File: src/rtl/fifo_serializer_pkg.sv
// Shared types and constants for the FIFO-to-serial-line transmitter.
package fifo_serializer_pkg;

  // Transmitter frame phases; the encoding is fixed so it can be probed
  // directly when debugging.
  typedef enum logic [1:0] {
    IDLE  = 2'd0,
    START = 2'd1,
    DATA  = 2'd2,
    STOP  = 2'd3
  } state_t;

  // Level the serial line rests at between frames and during the stop bit.
  localparam logic LINE_IDLE = 1'b1;

  // Width of a counter that must hold 0..n-1, never narrower than one bit.
  function automatic int unsigned cnt_width(input int unsigned n);
    return (n > 1) ? $clog2(n) : 1;
  endfunction

endpackage

File: src/rtl/fifo_serializer_bit_timer.sv
// Cycles-per-bit counter. tick marks the final clock cycle of the current
// serial bit; the counter restarts whenever a new frame is loaded.
module bit_timer
  import fifo_serializer_pkg::*;
#(
  parameter int BIT_CYCLES = 1
) (
  input  logic clk,
  input  logic reset,
  input  logic load,
  input  logic run,
  output logic tick
);

  localparam int unsigned CW = cnt_width(BIT_CYCLES);
  localparam logic [CW-1:0] LAST = CW'(BIT_CYCLES - 1);

  logic [CW-1:0] cyc;

  // With BIT_CYCLES=1 the counter is stuck at 0 and every cycle is a tick.
  assign tick = (cyc == LAST);

  // Count cycles within a bit: hold at 0 when idle or loading, wrap on tick.
  // NOTE: clocked state uses non-blocking (<=) so every flop samples the
  // pre-edge values of the others; blocking here would create order races.
  always_ff @(posedge clk or posedge reset) begin
    if (reset) begin
      cyc <= '0;
    end else if (load || !run || tick) begin
      cyc <= '0;
    end else begin
      cyc <= cyc + 1'b1;
    end
  end

endmodule

File: src/rtl/fifo_serializer.sv
// Drains words from the FIFO head and sends each as a UART-style frame:
// start bit 0, WIDTH data bits LSB first, stop bit 1. The line idles high.
module fifo_serializer
  import fifo_serializer_pkg::*;
#(
  parameter int WIDTH      = 2,
  parameter int BIT_CYCLES = 1,
  parameter int CNT_W      = 8
) (
  input  logic             clk,
  input  logic             reset,
  input  logic             enable,
  input  logic [WIDTH-1:0] fifo_out,
  input  logic             fifo_empty,
  output logic             fifo_pop,
  output logic             tx,
  output logic             busy,
  output logic [CNT_W-1:0] frame_count
);

  localparam int unsigned IW = cnt_width(WIDTH);
  localparam logic [IW-1:0] LAST_BIT = IW'(WIDTH - 1);

  state_t           state;
  state_t           state_next;
  logic [WIDTH-1:0] shreg;
  logic [WIDTH-1:0] shreg_next;
  logic [WIDTH-1:0] shifted;
  logic [IW-1:0]    idx;
  logic [IW-1:0]    idx_next;
  logic             tx_next;
  logic [CNT_W-1:0] count_next;
  logic             take;
  logic             tick;

  // A new word may be accepted only when allowed, available and not in reset;
  // the reset term keeps fifo_pop low for the whole time reset is asserted.
  assign take    = enable & ~fifo_empty & ~reset;
  assign busy    = (state != IDLE);
  assign shifted = shreg >> 1;

  bit_timer #(
    .BIT_CYCLES (BIT_CYCLES)
  ) u_bit_timer (
    .clk   (clk),
    .reset (reset),
    .load  (fifo_pop),
    .run   (busy),
    .tick  (tick)
  );

  // Next-state, datapath next values and the combinational pop request.
  // NOTE: every signal written here gets a default first, so no path leaves
  // one unassigned and no latch is inferred.
  always_comb begin
    state_next = state;
    shreg_next = shreg;
    idx_next   = idx;
    tx_next    = tx;
    count_next = frame_count;
    fifo_pop   = 1'b0;
    case (state)
      IDLE: begin
        if (take) begin
          fifo_pop   = 1'b1;
          shreg_next = fifo_out;
          tx_next    = 1'b0;
          state_next = START;
        end
      end
      START: begin
        if (tick) begin
          tx_next    = shreg[0];
          idx_next   = '0;
          state_next = DATA;
        end
      end
      DATA: begin
        if (tick) begin
          shreg_next = shifted;
          if (idx == LAST_BIT) begin
            tx_next    = LINE_IDLE;
            state_next = STOP;
          end else begin
            idx_next = idx + 1'b1;
            tx_next  = shifted[0];
          end
        end
      end
      STOP: begin
        if (tick) begin
          count_next = frame_count + 1'b1;
          if (take) begin
            // Back-to-back handoff: the next start bit follows immediately.
            fifo_pop   = 1'b1;
            shreg_next = fifo_out;
            tx_next    = 1'b0;
            state_next = START;
          end else begin
            tx_next    = LINE_IDLE;
            state_next = IDLE;
          end
        end
      end
      default: begin
        tx_next    = LINE_IDLE;
        state_next = IDLE;
      end
    endcase
  end

  // State, shift register, bit index, registered line and frame counter.
  always_ff @(posedge clk or posedge reset) begin
    if (reset) begin
      state       <= IDLE;
      shreg       <= '0;
      idx         <= '0;
      tx          <= LINE_IDLE;
      frame_count <= '0;
    end else begin
      state       <= state_next;
      shreg       <= shreg_next;
      idx         <= idx_next;
      tx          <= tx_next;
      frame_count <= count_next;
    end
  end

endmodule

File: config.mk
export PLATFORM = sky130hd
export DESIGN_NAME = fifo_serializer
export DESIGN_NICKNAME = d
export VERILOG_FILES = /design/src/rtl/fifo_serializer_pkg.sv /design/src/rtl/fifo_serializer_bit_timer.sv /design/src/rtl/fifo_serializer.sv
export SDC_FILE = /design/constraint.sdc
export NUM_CORES = 1
export LEC_CHECK = 0
export BUFFER_PORTS_ARGS = -buffer_cell sky130_fd_sc_hd__buf_4
export CAP_MARGIN = 20
export CORE_ASPECT_RATIO = 1.25
export CORE_UTILIZATION = 45
export DETAILED_ROUTE_END_ITERATION = 10
export HOLD_SLACK_MARGIN = 0.02
export PLACE_DENSITY = 0.77
export SLEW_MARGIN = 0
export SYNTH_ARGS = -nofsm -noshare
export SYNTH_HDL_FRONTEND = slang
export SYNTH_SLANG_ARGS = --single-unit
export TNS_END_PERCENT = 1
File: constraint.sdc
create_clock -name clk -period 2.19 [get_ports clk]
set_input_delay 0.1095 -clock clk [delete_from_list [all_inputs] [get_ports clk]]
set_output_delay 0.1095 -clock clk [all_outputs]
set_load 0.005 [all_outputs]
==> impl_metrics.env, run 1 <==
export IMPL_synth_warnings=0
export IMPL_fin_area_mm2=0.00104
export IMPL_ios=17
export IMPL_grt_max_degree=16
export IMPL_cts_root_buf="clkbuf_4"
export IMPL_fmax_mhz=531
export IMPL_area_growth_syn_to_layout_pct=20.3
export IMPL_path_clk_slew_ps=100
export IMPL_tightest_slew_ps=560
export IMPL_period_needed_ps=1880
export IMPL_synth_compound_area_frac=0.139
export IMPL_initial_core_util=0.482
export IMPL_fin_setup_tns_ps=0
export IMPL_drc=0
export IMPL_grt_overflow_total=0
export IMPL_syn_area_per_cell_um2=10.6
export IMPL_wl_per_cell_um=12.6
export IMPL_final_antenna_net_count=0
export IMPL_synthesis_nets=94
export IMPL_synth_cell_type_count=32
export IMPL_die_area_mm2=0.00210
export IMPL_muxShareOfSynthArea=0.0435
export IMPL_avgViaCountPerCell=5.55
export IMPL_routed_wl_um=1510
export IMPL_nets=115
export IMPL_seqPwrFrac=0.373
export IMPL_synth_top_family_by_area="simple AND/OR/NAND/NOR gates"
export IMPL_layout_commonest_cell="buf_4"
export IMPL_first_global_vias=544
export IMPL_vias=666
export IMPL_cts_sinks=15
export IMPL_clk_latency_ps=300
export IMPL_endpoint_kind="output port"
export IMPL_synthAdderAreaFrac=0.102
export IMPL_setup_violations=0
export IMPL_cap_viol_max_count=0
export IMPL_fp_row_count=17
export IMPL_crit_path_start_kind="flip-flop"
export IMPL_path_max_fanout=7
export IMPL_firstDrtPassIters=4
export IMPL_cp_required_ps=2080
export IMPL_first_iter_violations=6
export IMPL_synth_area_top_cells="dfrtp_1 (41%), ha_1 (10%), xnor2_1 (5.1%)"
export IMPL_grt_antenna_before_repair=0
export IMPL_syn_inst=81
export IMPL_yosysTopAreaCellShare=0.406
export IMPL_finalCritPeriodShare=0.861
export IMPL_hold_violations=0
export IMPL_slew_limit_headroom=0.626
export IMPL_worstHoldStart="fifo_out[1]"
export IMPL_rsz0062_at_grt="no"
export IMPL_swShare=0.397
export IMPL_peakVddDrop_mv=0.692
export IMPL_p_int_uw=785
export IMPL_critical_path_class="reg2out"
export IMPL_antenna_cells=0
export IMPL_die_y_um=50.9
export IMPL_p_comb_frac=0.493
export IMPL_final_cell_mix="buf_4 (17), dfrtp_1 (14), o21ai_0 (7), ha_1 (7), inv_1 (6)"
export IMPL_fp_dieW_um=41.2
export IMPL_clock_power_share=0.135
export IMPL_ys_seq_area_frac=0.437
export IMPL_switchingPower_uw=516
export IMPL_portBuffers=16
export IMPL_grt_pass1_wl_um=2350
export IMPL_post_cts_resized=0
export IMPL_synth_seq_cells=15
export IMPL_cts_buffer_depth=2
export IMPL_status="complete, no violations"
export IMPL_leakagePower_uw=0.000491
export IMPL_place_congestion=0.818
export IMPL_cts_tree="yes"
export IMPL_powerDensity_mw_per_mm2=1250
export IMPL_finalPower_uw=1300
export IMPL_numCtsBuffers=3
export IMPL_synth_xor_area_share=0.0711
export IMPL_fillers=167
export IMPL_crit_start="state[0]$_DFFE_PP0P_"
export IMPL_track_usage=0.173
export IMPL_arrival_ps=1780
export IMPL_dp_hpwl_um=1120
export IMPL_hold_path_class="in2reg"
export IMPL_cts_htree_levels=1
export IMPL_synth_largest_area_cell="dfrtp_1"
export IMPL_r2r_start="state[0]$_DFFE_PP0P_"
export IMPL_fin_worst_skew_ps=6.81
export IMPL_place_area_um2=997
export IMPL_synth_area_um2=862
export IMPL_drive_gt1_frac=0.277
export IMPL_yosys_area_share_simple=0.158
export IMPL_drv_slew=0
export IMPL_core_mm2=0.00179
## metrics by stage
stage | hold WS (ps) | instances | util | setup slack, ps
after floorplan | 10.3 | 81 | - | 609
after global placement | 195 | 115 | 0.558 | 510
after detailed placement | 206 | 115 | 0.558 | 481
after CTS | 133 | 120 | 0.581 | 300
after global routing | 142 | 120 | 0.581 | 198
final | 129 | 120 | 0.581 | 305
## critical path, cell delays in order (launching register included)
cell and delay [ps]:
dfrtp_1 480, ha_1 300, nor2b_1 200, buf_4 170
nor2_1 40, nor3_1 140, buf_4 140
## state kept, by name, indices dropped and copies added, names as in the netlist
| signal | count |
|---|---|
| idx | 1 |
| state | 2 |
| tx | 1 |
| shreg | 2 |
| frame_count | 8 |
| u_bit_timer.cyc | 1 |
## cells by family after synthesis
kind of cell	count (synthesis)
AO/OA/AOI/OAI	17
multiplexers	3
flip-flops	15
buffers and inverters	8
XOR/XNOR	7
adder cells (fa/ha/maj)	7
AND/OR/NAND/NOR	23
other	1
## area by class of cell
type	count	area, um2	area share
multi-input cells	58	447	0.431
clock inverters	1	7.51	0.00724
clock buffers	3	22.5	0.0217
well taps	19	23.8	0.0229
repair buffers	18	138	0.133
inverters	6	22.5	0.0217
flip-flops and latches	15	377	0.363
## layer usage
layer  up-vias  wire length, um  global-route usage
met5         -                0                   0
met4         0               46               0.129
met3         5               56              0.0522
met2        17              719               0.232
met1       326              685               0.224
li1        318                -                   -
## synthesized netlist by cell type
cell type	count
dfrtp_1	14
ha_1	7
o21ai_0	7
inv_1	6
nand2_1	5
xnor2_1	5
nand3_1	3
nor2_1	3
nor2b_1	3
a21oi_1	2
mux2_2	2
nand4_1	2
nor3_1	2
xor2_1	2
a211o_1	1
a22oi_1	1
a31oi_1	1
and3_1	1
and4_1	1
buf_2	1
buf_6	1
conb_1	1
dfstp_2	1
mux2_4	1
nand2_4	1
nor4b_2	1
o211ai_1	1
o211ai_4	1
o21a_1	1
o221ai_1	1
o31ai_1	1
or3b_1	1
## power by group through the flow
stage	Sequential (uW)	Combinational (uW)	Clock [uW]
finish	485	641	175
global route	502	723	192
CTS	485	643	175
detailed placement	489	638	0
global placement	484	632	0
floorplan	470	467	0
## timing repair
item,in CTS,in global routing
hold endpoints to repair,14,0
setup buffers,0,0
hold buffers,1,0
## worst paths after layout
check | cells past startpoint | to | slack [ps]
max | 6 | fifo_pop | 310
min | 3 | shreg[1]$_DFFE_PP0P_ | 130
max reg2reg | 4 | state[1]$_DFFE_PP0P_ | 420
min reg2reg | 1 | frame_count[7]$_DFFE_PP0P_ | 490
max in group asynchronous | 3 | state[1]$_DFFE_PP0P_ | 1400
min in group asynchronous | 3 | idx$_DFFE_PP0P_ | 410
No activity file was read; power rests on OpenSTA's default activity.
==> inputs of run 2 (changes only) <==
Settings changed: CORE_ASPECT_RATIO 1.25 to 0.9.
==> run 2 against run 1 <==
Against the previous run: sequential power is essentially flat; power shrank 0.65%; global-route usage grew 0.15 points; critical path depth is the same; clock power shrank 10%; design area grew 0.36%; sequential cell count is the same; largest cell class unchanged.
==> impl_metrics.env, run 2 (same netlist as run 1, synthesis figures left out) <==
export IMPL_status="complete, no violations"
export IMPL_ios=17
export IMPL_grt_max_degree=16
export IMPL_dpl_cell_count=120
export IMPL_drv_slew=0
export IMPL_antenna_cells=0
export IMPL_layout_commonest_cell="buf_4"
export IMPL_firstDrtPassIters=4
export IMPL_final_antenna_net_count=0
export IMPL_fin_setup_tns_ps=0
export IMPL_cts_buffer_depth=2
export IMPL_crit_path_start_kind="flip-flop"
export IMPL_endpoint_kind="output port"
export IMPL_place_congestion=0.890
export IMPL_peakVddDrop_mv=0.858
export IMPL_leakagePower_uw=0.000495
export IMPL_reg_top3="frame_count: 8 flops, shreg: 2 flops, state: 2 flops"
export IMPL_die_y_um=43.5
export IMPL_finalPower_uw=1290
export IMPL_initial_core_util=0.497
export IMPL_period_needed_ps=1860
export IMPL_hold_violations=0
export IMPL_wl_met2_um=728
export IMPL_cp_required_ps=2080
export IMPL_core_mm2=0.00173
export IMPL_rsz0062_at_grt="no"
export IMPL_track_usage=0.175
export IMPL_setup_violations=0
export IMPL_area_growth_syn_to_layout_pct=20.8
export IMPL_fp_dieW_um=48.1
export IMPL_fin_worst_skew_ps=6.65
export IMPL_cap_viol_max_count=0
export IMPL_hold_path_class="in2reg"
export IMPL_drc=0
export IMPL_arrival_ps=1760
export IMPL_clk_latency_ps=280
export IMPL_cts_tree="yes"
export IMPL_final_cell_mix="buf_4 (17), dfrtp_1 (14), o21ai_0 (7), ha_1 (7), inv_1 (6)"
export IMPL_slew_limit_headroom=0.638
export IMPL_cts_root_buf="clkbuf_4"
export IMPL_die_area_mm2=0.00209
export IMPL_fmax_mhz=536
export IMPL_grt_antenna_before_repair=0
export IMPL_highest_layer="met3"
export IMPL_met1_length_um=738
export IMPL_wl_met3_um=57
export IMPL_numCtsBuffers=3
export IMPL_drive_gt1_frac=0.277
export IMPL_tightest_slew_ps=542
export IMPL_finalCritPeriodShare=0.851
export IMPL_first_iter_violations=15
export IMPL_powerDensity_mw_per_mm2=1240
export IMPL_path_clk_slew_ps=90
export IMPL_dp_hpwl_um=1150
export IMPL_grt_overflow_total=0
export IMPL_cts_sinks=15
export IMPL_vias=641
export IMPL_fp_row_count=14
export IMPL_wl_per_cell_um=12.2
export IMPL_grt_pass1_wl_um=2530
export IMPL_routed_wl_um=1520
export IMPL_critical_path_class="reg2out"
export IMPL_path_max_fanout=7
export IMPL_first_global_vias=602
export IMPL_multi_input_area_um2=447
export IMPL_nets=115
export IMPL_regArea_um2=377
export IMPL_fillers=145
export IMPL_final_cells=125
export IMPL_hold_slack_ps=137
export IMPL_portBuffers=16
export IMPL_regMostFlops="frame_count"
export IMPL_avgViaCountPerCell=5.13
export IMPL_largest_register_ffs=8
export IMPL_cts_htree_levels=1
run 2: cell count changes in the layout (fill, tap and decap cells not counted), sizes merged:
cell,change
clkinvlp,-1
clkinv,+1
run 2: path summary, 6_finish.rpt:
| path | startpoint | endpoint | slack, ps | cells after the start |
|---|---|---|---|---|
| worst min-delay path | fifo_out[1] | shreg[1]$_DFFE_PP0P_ | 140 | 3 |
| max in group asynchronous | reset | tx$_DFFE_PP1P_ | 1390 | 3 |
| worst min register to register | frame_count[7]$_DFFE_PP0P_ | frame_count[7]$_DFFE_PP0P_ | 480 | 1 |
| worst max-delay path | state[0]$_DFFE_PP0P_ | fifo_pop | 330 | 6 |
| min in group asynchronous | reset | frame_count[6]$_DFFE_PP0P_ | 430 | 3 |
| worst max register to register | state[0]$_DFFE_PP0P_ | state[1]$_DFFE_PP0P_ | 440 | 4 |
run 2: worst max-delay path: stages (launching register included):
cell	delay [ps]
dfrtp_1	470
ha_1	320
nor2b_1	200
buf_4	170
nor2_1	50
nor3_1	130
buf_4	140
run 2: stage by stage:
step,setup slack [ps],utilization,cell area (um2)
floorplan,609,-,862
global placement,493,0.579,1000
detailed placement,476,0.579,1000
CTS,321,0.600,1040
global route,218,0.600,1040
finish,325,0.600,1040
run 2: layer usage:
metal	global-route usage	up-vias
li1	-	324
met1	0.231	307
met2	0.276	10
met3	0.0625	0
met4	0.0333	0
met5	0	-
run 2: power by group:
| group | switching (uW) | total [uW] | leakage (uW) | internal, uW |
|---|---|---|---|---|
| Clock | 88.7 | 157 | 0.0000177 | 67.8 |
| Combinational | 313 | 649 | 0.000291 | 336 |
| Sequential | 106 | 487 | 0.000186 | 381 |
run 2: timing repair:
item / in CTS / in global routing
endpoints found under the hold margin: 14 / 0
hold buffers: 1 / 0
buffers inserted: 0 / 0
resized for setup: 0 / 0
setup endpoints to repair: 0 / 0
run 2: area by class of cell:
type / count / area share
Multi-Input combinational cell: 58 / 0.429
Tap cell: 24 / 0.0288
Clock inverter: 1 / 0.00481
Sequential cell: 15 / 0.362
Timing Repair Buffer: 18 / 0.132
Inverter: 6 / 0.0216
Clock buffer: 3 / 0.0216
